<file path="config.mk">
export PLATFORM = sky130hd
export DESIGN_NAME = rssi_meas_ctrl
export DESIGN_NICKNAME = d
export VERILOG_FILES = /design/src/rtl/rssi_meas_ctrl.sv
export SDC_FILE = /design/constraint.sdc
export NUM_CORES = 1
export LEC_CHECK = 0
export CAP_MARGIN = 20
export CORE_MARGIN = 8
export CORE_UTILIZATION = 45
export CTS_CLUSTER_DIAMETER = 120
export DETAILED_ROUTE_END_ITERATION = 10
export DONT_BUFFER_PORTS = 1
export PLACE_DENSITY = 0.66
export SETUP_SLACK_MARGIN = 0.02
export SLEW_MARGIN = 20
export SYNTH_ARGS = -nofsm -noshare
export SYNTH_HDL_FRONTEND = slang
export SYNTH_SLANG_ARGS = --single-unit
</file>
<file path="constraint.sdc">
create_clock -name i_clk -period 4.45 [get_ports i_clk]
set_input_delay 0.445 -clock i_clk [delete_from_list [all_inputs] [get_ports i_clk]]
set_output_delay 0.445 -clock i_clk [all_outputs]
set_load 0.02 [all_outputs]
</file>
<file path="src/rtl/rssi_meas_ctrl.sv">
// rssi_meas_ctrl: sequences one RSSI / CCA measurement per start request.
// Enables the IQ->dB converter, discards P_SETTLE enabled samples while the
// converter pipeline and its EMA settle, then averages 2^P_WIN_LOG2 dB
// samples, tracks their peak and compares the mean with a latched threshold.
module rssi_meas_ctrl #(
    parameter int unsigned P_SETTLE   = 32,
    parameter int unsigned P_WIN_LOG2 = 4,
    parameter int unsigned P_DB_W     = 16
) (
    input  logic              i_clk,
    input  logic              i_rst_n,
    input  logic              i_start,
    input  logic              i_abort,
    input  logic              i_sample_vld,
    input  logic [P_DB_W-1:0] i_db_q8,
    input  logic [P_DB_W-1:0] i_cca_thr_q8,
    output logic              o_conv_en,
    output logic              o_busy,
    output logic              o_done,
    output logic [P_DB_W-1:0] o_rssi_avg_q8,
    output logic [P_DB_W-1:0] o_rssi_max_q8,
    output logic              o_cca_busy
);

    localparam int unsigned N_WIN  = 32'd1 << P_WIN_LOG2;
    localparam int unsigned ACC_W  = P_DB_W + P_WIN_LOG2;
    localparam int unsigned SCNT_W = 16;
    localparam int unsigned WCNT_W = P_WIN_LOG2 + 1;

    typedef enum logic [1:0] {
        ST_IDLE    = 2'd0,
        ST_SETTLE  = 2'd1,
        ST_MEASURE = 2'd2,
        ST_DONE    = 2'd3
    } state_t;

    state_t              state_q,    state_d;
    logic [SCNT_W-1:0]   settle_q,   settle_d;
    logic [WCNT_W-1:0]   win_q,      win_d;
    logic [ACC_W-1:0]    acc_q,      acc_d;
    logic [P_DB_W-1:0]   peak_q,     peak_d;
    logic [P_DB_W-1:0]   thr_q,      thr_d;
    logic [P_DB_W-1:0]   avg_q,      avg_d;
    logic [P_DB_W-1:0]   max_q,      max_d;
    logic                cca_q,      cca_d;

    logic [ACC_W-1:0]    acc_sum_s;
    logic [P_DB_W-1:0]   avg_s;
    logic [P_DB_W-1:0]   peak_nxt_s;
    logic                conv_en_s;

    // Converter enable follows the sample strobe only while a measurement runs.
    assign conv_en_s = i_sample_vld & ((state_q == ST_SETTLE) | (state_q == ST_MEASURE));

    // Running sum, truncated window mean and peak including the current sample.
    assign acc_sum_s  = acc_q + ACC_W'(i_db_q8);
    assign avg_s      = P_DB_W'(acc_sum_s >> P_WIN_LOG2);
    assign peak_nxt_s = (i_db_q8 > peak_q) ? i_db_q8 : peak_q;

    assign o_conv_en     = conv_en_s;
    assign o_busy        = (state_q != ST_IDLE);
    assign o_done        = (state_q == ST_DONE);
    assign o_rssi_avg_q8 = avg_q;
    assign o_rssi_max_q8 = max_q;
    assign o_cca_busy    = cca_q;

    // Next-state logic: sequencing, sample counting, accumulation and result capture.
    always_comb begin
        state_d  = state_q;
        settle_d = settle_q;
        win_d    = win_q;
        acc_d    = acc_q;
        peak_d   = peak_q;
        thr_d    = thr_q;
        avg_d    = avg_q;
        max_d    = max_q;
        cca_d    = cca_q;
        case (state_q)
            ST_IDLE: begin
                if (i_start && !i_abort) begin
                    state_d  = ST_SETTLE;
                    thr_d    = i_cca_thr_q8;
                    settle_d = {SCNT_W{1'b0}};
                    win_d    = {WCNT_W{1'b0}};
                    acc_d    = {ACC_W{1'b0}};
                    peak_d   = {P_DB_W{1'b0}};
                end else begin
                    state_d = ST_IDLE;
                end
            end
            ST_SETTLE: begin
                if (i_abort) begin
                    state_d = ST_IDLE;
                end else if (conv_en_s) begin
                    if (settle_q == SCNT_W'(P_SETTLE - 1)) begin
                        state_d = ST_MEASURE;
                    end else begin
                        settle_d = settle_q + {{(SCNT_W-1){1'b0}}, 1'b1};
                    end
                end else begin
                    state_d = ST_SETTLE;
                end
            end
            ST_MEASURE: begin
                if (i_abort) begin
                    state_d = ST_IDLE;
                end else if (conv_en_s) begin
                    acc_d  = acc_sum_s;
                    peak_d = peak_nxt_s;
                    win_d  = win_q + {{(WCNT_W-1){1'b0}}, 1'b1};
                    if (win_q == WCNT_W'(N_WIN - 1)) begin
                        state_d = ST_DONE;
                        avg_d   = avg_s;
                        max_d   = peak_nxt_s;
                        cca_d   = (avg_s >= thr_q);
                    end else begin
                        state_d = ST_MEASURE;
                    end
                end else begin
                    state_d = ST_MEASURE;
                end
            end
            ST_DONE: begin
                state_d = ST_IDLE;
            end
            default: begin
                state_d = ST_IDLE;
            end
        endcase
    end

    // State, counter, accumulator and result registers.
    always_ff @(posedge i_clk or negedge i_rst_n) begin
        if (!i_rst_n) begin
            state_q  <= ST_IDLE;
            settle_q <= {SCNT_W{1'b0}};
            win_q    <= {WCNT_W{1'b0}};
            acc_q    <= {ACC_W{1'b0}};
            peak_q   <= {P_DB_W{1'b0}};
            thr_q    <= {P_DB_W{1'b0}};
            avg_q    <= {P_DB_W{1'b0}};
            max_q    <= {P_DB_W{1'b0}};
            cca_q    <= 1'b0;
        end else begin
            state_q  <= state_d;
            settle_q <= settle_d;
            win_q    <= win_d;
            acc_q    <= acc_d;
            peak_q   <= peak_d;
            thr_q    <= thr_d;
            avg_q    <= avg_d;
            max_q    <= max_d;
            cca_q    <= cca_d;
        end
    end

endmodule

</file>
==> results of run 1 <==
==> power by group <==
group	internal, mW	switching, mW	total, mW
sequential	1.07	0.0599	1.13
clock	0.466	0.361	0.827
combinational	0.265	0.431	0.696
==> registers in the layout, summed over array words and instances, names as in the netlist <==
| signal | cells |
|---|---|
| peak_q | 16 |
| o_rssi_max_q8 | 16 |
| o_rssi_avg_q8 | 16 |
| thr_q | 16 |
| win_q | 5 |
| o_cca_busy | 1 |
| settle_q | 16 |
| state_q | 2 |
| acc_q | 20 |
==> area by class of cell <==
class	count	area [um^2]	area share
tap	216	270	0.0357
sequential	108	2700	0.357
timing repair buffer	10	95.1	0.0126
clock inverter	4	47.5	0.00628
multi-input combinational	571	4010	0.530
inverter	49	184	0.0243
clock buffer	12	256	0.0339
==> critical path, cell delays in order, from the launching register on <==
cell and delay [ns]:
sky130_fd_sc_hd__dfrtp_1 0.39, sky130_fd_sc_hd__ha_1 0.21, sky130_fd_sc_hd__fa_1 0.43, sky130_fd_sc_hd__a211oi_1 0.39, sky130_fd_sc_hd__o21ai_0 0.16, sky130_fd_sc_hd__a21o_1 0.25
sky130_fd_sc_hd__a21oi_2 0.33, sky130_fd_sc_hd__a21oi_1 0.16, sky130_fd_sc_hd__xor2_1 0.19, sky130_fd_sc_hd__ha_1 0.20, sky130_fd_sc_hd__a22o_1 0.21, sky130_fd_sc_hd__nor4_1 0.18
sky130_fd_sc_hd__o221ai_1 0.17, sky130_fd_sc_hd__a22o_1 0.25
==> final timing paths <==
kind,startpoint,end
worst max-delay path,acc_q[0],o_cca_busy
worst min-delay path,i_rst_n,state_q[0]
worst max register to register,acc_q[0],o_cca_busy
worst min register to register,acc_q[2],acc_q[2]
max in group asynchronous,i_rst_n,o_rssi_avg_q8[2]
min in group i_clk,i_cca_thr_q8[6],thr_q[6]
==> per-layer routing <==
metal | share of wire | up-vias | GRT usage
met2 | 0.47 | 138 | 0.292
met1 | 0.46 | 2782 | 0.230
met4 | 0.012 | 0 | 0.0560
li1 | - | 2744 | -
met3 | 0.057 | 18 | 0.0363
met5 | 0 | - | 0
==> cells in the final DEF (no fill, tap or decap), types with 11 or more instances in the layout <==
| master | count |
|---|---|
| sky130_fd_sc_hd__dfrtp_1 | 108 |
| sky130_fd_sc_hd__nand2_1 | 92 |
| sky130_fd_sc_hd__nand3_1 | 70 |
| sky130_fd_sc_hd__ha_1 | 54 |
| sky130_fd_sc_hd__inv_1 | 49 |
| sky130_fd_sc_hd__mux2_2 | 35 |
| sky130_fd_sc_hd__a21oi_1 | 34 |
| sky130_fd_sc_hd__nor2_1 | 29 |
| sky130_fd_sc_hd__o21ai_0 | 26 |
| sky130_fd_sc_hd__nor3_1 | 23 |
| sky130_fd_sc_hd__xnor2_1 | 18 |
| sky130_fd_sc_hd__a2bb2oi_1 | 17 |
| sky130_fd_sc_hd__a311o_1 | 15 |
| sky130_fd_sc_hd__o21ai_1 | 13 |
| sky130_fd_sc_hd__a21o_1 | 12 |
| sky130_fd_sc_hd__a22o_1 | 11 |
==> cell usage after synthesis (all sizes together), types with 2 or more instances <==
master	number	area [um^2]
nor2	30	115
a21o	12	90.1
nand4	9	56.3
ha	55	688
o21bai	2	15.0
o21ai	40	200
o211ai	4	35.0
xnor2	18	158
nor3	23	115
and2	3	18.8
mux2i	4	40.0
inv	49	184
nand2b	2	12.5
a221oi	2	17.5
a21oi	35	179
o2111ai	2	17.5
and3	8	50.1
nor3b	2	15.0
nor4b	3	32.5
o31ai	8	60.1
buf	14	88.8
a311oi	2	30.0
o21a	2	15.0
a31oi	4	25.0
nor4	11	68.8
or2	2	12.5
a311o	15	150
a2bb2oi	17	149
dfrtp	108	2700
a2111o	3	33.8
a31o	2	17.5
xor2	8	70.1
and4	3	26.3
a22o	11	96.3
nand3	70	350
mux2	40	450
clkbuf	26	97.6
a211oi	4	30.0
nand2	93	357
nor2b	10	62.6
==> cells by family (layout without fill, tap and decap cells) <==
logic type | Yosys count | count (layout) | share of synthesized area
multiplexers | 44 | 44 | 0.0694
AND/OR/NAND/NOR | 272 | 272 | 0.186
XOR/XNOR | 26 | 26 | 0.0322
AO/OA/AOI/OAI | 173 | 173 | 0.177
buffers and inverters | 89 | 75 | 0.0524
flip-flops | 108 | 108 | 0.382
adder cells (fa/ha/maj) | 56 | 56 | 0.100
==> stage by stage <==
step,utilization,cells
after floorplan,-,768
after global placement,0.464,953
after detailed placement,0.464,953
after CTS,0.485,970
after global routing,0.485,970
final,0.485,970
==> results.json, run 1 <==
{
  "maximum_number_of_pins_on_one_net_before_global_route_repair": 109,
  "finalWorstPathRequiredPeriod_ns": 3.63,
  "cp_data_required_time_ns": 4.69,
  "rsz0062_at_grt": "false",
  "cts_post_setup_buffers_inserted": 0,
  "drive_above_1_share": 0.102,
  "cts.clk_slew.worst_paths_ns": 0.07,
  "synthFlopType": "sky130_fd_sc_hd__dfrtp_1",
  "h-tree-depth": 3,
  "drtPass1Iterations": 5,
  "die_h_um": 141,
  "cts_resizes": 0,
  "synthesis.instances": 768,
  "proportion_of_register_bits_with_asynchronous_set_or_reset_after_synthesis": 1.00,
  "cts_inserted_buffers": 9,
  "start_kind": "register",
  "worst-path-max-fanout": 7,
  "num_antenna_cells": 0,
  "die_area_um2": 20000,
  "worst_hold_path_type": "in -> async",
  "clockRootBuffer": "sky130_fd_sc_hd__clkbuf_16",
  "synth-seq-area-share": 0.382,
  "worstPathArrival_ns": 3.87,
  "routed_via_density": 5.86,
  "syn_to_final_growth_pct": 7.04,
  "ffs_latches_synth": 108,
  "setup_violations": 0,
  "grt_pass1_vias": 5661,
  "core_area_um2": 15600,
  "timing.hold.ws_ns": 0.0397,
  "max-clock-path-buffers": 2,
  "insertion_delay_ns": 0.35,
  "dpl_cell_area_um2": 7230,
  "synth_cell_type_count": 60,
  "grt.total_usage": 0.177,
  "timing.final.max_slew_violations": 0,
  "synthesized_net_count": 861,
  "place_ws_ns": 0.784,
  "max_cap_viol_count": 0,
  "grt_antenna_before_repair": 0,
  "synth_enable_flop_cells": 0,
  "yosysWarnings": 0,
  "clkSinkCount": 108,
  "design.portCount": 73,
  "slew_at_the_pin_with_the_worst_max_slew_slack_ns": 1.04,
  "route.final.wire_length_um": 17400,
  "rrSetupSlack_ns": 0.82,
  "length_in_cells_of_the_worst_reg_to_reg_path": 13,
  "route.vias.total": 5682,
  "syn_area_um2": 7070,
  "outcome": "completed",
  "place.gp.congestion": 0.866,
  "timing.fmax_ghz": 0.275,
  "fin_tns_setup_ns": 0,
  "cts_hold_repair.buffers": 1,
  "post-layout-total-power_mw": 2.66,
  "overflow": 0,
  "std_cell_rows": 46,
  "power_density_nw_per_um2": 351,
  "final_cell_area_um2": 7570,
  "report.final.hold_viol_count": 0,
  "detailed_place_hpwl_um": 12500,
  "critPathCaptureType": "register",
  "fill_cells": 1462,
  "critical_path_class": "reg -> reg",
  "syn_area_per_cell_um2": 9.20,
  "grt_first_pass_wirelength_um": 28900,
  "antenna_violating_nets_left": 0,
  "irDropWorstVdd_uv": 247,
  "cts_tree": "yes",
  "first_iteration_detailed_routing_drc_count": 425,
  "post_drt_wl_per_cell_um": 18.0,
  "initial_utilization": 0.453,
  "post-route-worst-setup-slack_ns": 0.818,
  "portBuffers": 0,
  "post-route-period-util": 0.816,
  "post-route-drc-count": 0,
  "power.static_leakage_nw": 3.43,
  "floorplan_die_width_um": 141,
  "slew_headroom": 0.310,
  "fin_worst_skew_ns": 0.0106,
  "number_of_nets_in_the_finished_design": 842
}
(Power assumes the default switching activity.)
==> run 2: changes to the inputs <==
clock period = 3.7 ns   (was 4.45 ns; I/O delays follow)
==> results.json, run 2 (same netlist as run 1, synthesis figures left out) <==
{
  "register_with_the_most_flip_flops": "acc_q",
  "critPathSlowestCell": "sky130_fd_sc_hd__a311oi_2",
  "clkSinkCount": 108,
  "timing.final.max_slew_violations": 0,
  "fill_cells": 1497,
  "power.static_leakage_nw": 3.47,
  "rsz0062_at_grt": "false",
  "critical_path.reg2reg.endpoint": "o_cca_busy",
  "cts_post_setup_buffers_inserted": 0,
  "syn_to_final_growth_pct": 8.23,
  "cts_tree": "yes",
  "report.final.hold_viol_count": 0,
  "drive_above_1_share": 0.113,
  "maximum_number_of_pins_on_one_net_before_global_route_repair": 109,
  "hold_path.startpoint": "i_cca_thr_q8[14]",
  "grt.total_usage": 0.182,
  "cp_data_required_time_ns": 3.93,
  "clockRootBuffer": "sky130_fd_sc_hd__clkbuf_16",
  "worst-path-max-fanout": 5,
  "core_area_um2": 15600,
  "crit_chain": "ha_1 > nand3_1 > o211ai_2 > o2111ai_1 > a311oi_2 > xor2_1 > ha_1 > a22o_1 > nor4_1 > o221ai_1 > a22o_1",
  "slew_at_the_pin_with_the_worst_max_slew_slack_ns": 0.913,
  "worstPathArrival_ns": 3.63,
  "route.final.wire_length_um": 17600,
  "slew_headroom": 0.389,
  "critical_path_class": "reg -> reg",
  "floorplan_die_width_um": 141,
  "rrSetupSlack_ns": 0.31,
  "grt_first_pass_wirelength_um": 29700,
  "grt_pass1_vias": 5730,
  "grt_antenna_before_repair": 0,
  "mostFrequentLayoutCells": "sky130_fd_sc_hd__dfrtp_1 (108), sky130_fd_sc_hd__nand2_1 (92), sky130_fd_sc_hd__nand3_1 (70), sky130_fd_sc_hd__ha_1 (54), sky130_fd_sc_hd__inv_1 (49)",
  "timing.fmax_ghz": 0.295,
  "length_in_cells_of_the_worst_reg_to_reg_path": 11,
  "h-tree-depth": 3,
  "antenna_violating_nets_left": 0,
  "die_area_um2": 20000,
  "max-clock-path-buffers": 2,
  "mostFrequentLayoutCell": "sky130_fd_sc_hd__dfrtp_1",
  "number_of_nets_in_the_finished_design": 850,
  "std_cell_rows": 46,
  "cts_inserted_buffers": 9,
  "detailed_place_hpwl_um": 12700,
  "routed_via_density": 5.88,
  "filler_free_cell_count_of_the_finished_design": 978,
  "sequential_cell_area_um2": 2700,
  "max_cap_viol_count": 0,
  "first_iteration_detailed_routing_drc_count": 328,
  "post-route-drc-count": 0,
  "min_to": "thr_q[14]",
  "timing.hold.ws_ns": 0.166,
  "portBuffers": 0,
  "setup_violations": 0,
  "fin_tns_setup_ns": 0,
  "route.vias.total": 5751,
  "initial_utilization": 0.453,
  "die_h_um": 141,
  "timing.critical_path.slowest_cell_delay_ns": 0.40,
  "power_density_nw_per_um2": 421,
  "outcome": "completed",
  "insertion_delay_ns": 0.35,
  "cts.clk_slew.worst_paths_ns": 0.07,
  "finalWorstPathRequiredPeriod_ns": 3.39,
  "place.gp.congestion": 0.856,
  "irDropWorstVdd_uv": 284,
  "post-route-period-util": 0.917,
  "whs_path_depth": 1,
  "start_kind": "register",
  "largest_register_ff_count": 20,
  "num_antenna_cells": 0,
  "place.detailed.instances": 960,
  "worstReg2RegStart": "acc_q[3]",
  "critPathCaptureType": "register",
  "overflow": 0,
  "design.portCount": 73,
  "fin_worst_skew_ns": 0.00993,
  "worst_hold_path_type": "in -> reg",
  "area_of_the_multi_input_gates_um2": 4020,
  "drtPass1Iterations": 5,
  "post_drt_wl_per_cell_um": 18.0
}
==> run 2: power by group <==
| group | internal, mW | leakage [nW] | switching [mW] | total [mW] |
|---|---|---|---|---|
| registers | 1.29 | 1.47 | 0.0682 | 1.36 |
| logic | 0.318 | 1.85 | 0.521 | 0.840 |
| clock network | 0.582 | 0.156 | 0.444 | 1.03 |
| total | 2.19 | 3.47 | 1.03 | 3.22 |
==> run 2: critical path, delay by kind of cell, from the launching register on <==
family	cells	cell delay, ns
compound gates	6	1.60
fa+ha+maj	2	0.67
flops	1	0.38
xor+xnor	1	0.29
simple gates	2	0.32
==> run 2: per-layer routing <==
metal,wire length (um),GRT usage,vias up
li1,-,-,2764
met1,8020,0.237,2845
met2,8290,0.299,128
met3,1130,0.0397,14
met4,197,0.0509,0
met5,0,0,-
==> run 2: through the flow <==
step	power, mW	cell area, um^2	util	setup WS [ns]
after global routing	3.41	7650	0.491	0.0643
final	3.22	7650	0.491	0.309
after CTS	3.26	7640	0.490	0.273
after detailed placement	2.19	7290	0.467	0.314
after global placement	2.16	7290	0.467	0.365
after floorplan	2.00	7070	-	0.558
==> run 2: final cells by class <==
type                    count  share of cell area
multi-input cells         571               0.526
repair buffers             18              0.0206
clock buffers              13              0.0353
well taps                 216              0.0353
inverters                  49              0.0240
flip-flops and latches    108               0.353
clock inverters             3             0.00572
==> run 2: worst max-delay path by stage <==
| stage | startpoint | to | slack, ns | depth (start not counted) |
|---|---|---|---|---|
| 4_1_cts | acc_q[0] | o_cca_busy | 0.27 | 13 |
| 2_1_floorplan | i_db_q8[0] | o_cca_busy | 0.56 | 13 |
| 3_3_place_gp | i_db_q8[0] | o_cca_busy | 0.37 | 13 |
| 5_1_grt | acc_q[8] | o_cca_busy | 0.06 | 11 |
| 3_5_place_dp | i_db_q8[0] | o_cca_busy | 0.31 | 13 |
| 6_report | acc_q[3] | o_cca_busy | 0.31 | 11 |
==> run 2: repair_timing <==
| item | 4_1_cts | 5_1_grt |
|---|---|---|
| resized for setup | 0 | 1 |
| setup endpoints to repair | 0 | 1 |
| hold endpoints to repair | 108 | 0 |
| hold buffers | 2 | 0 |
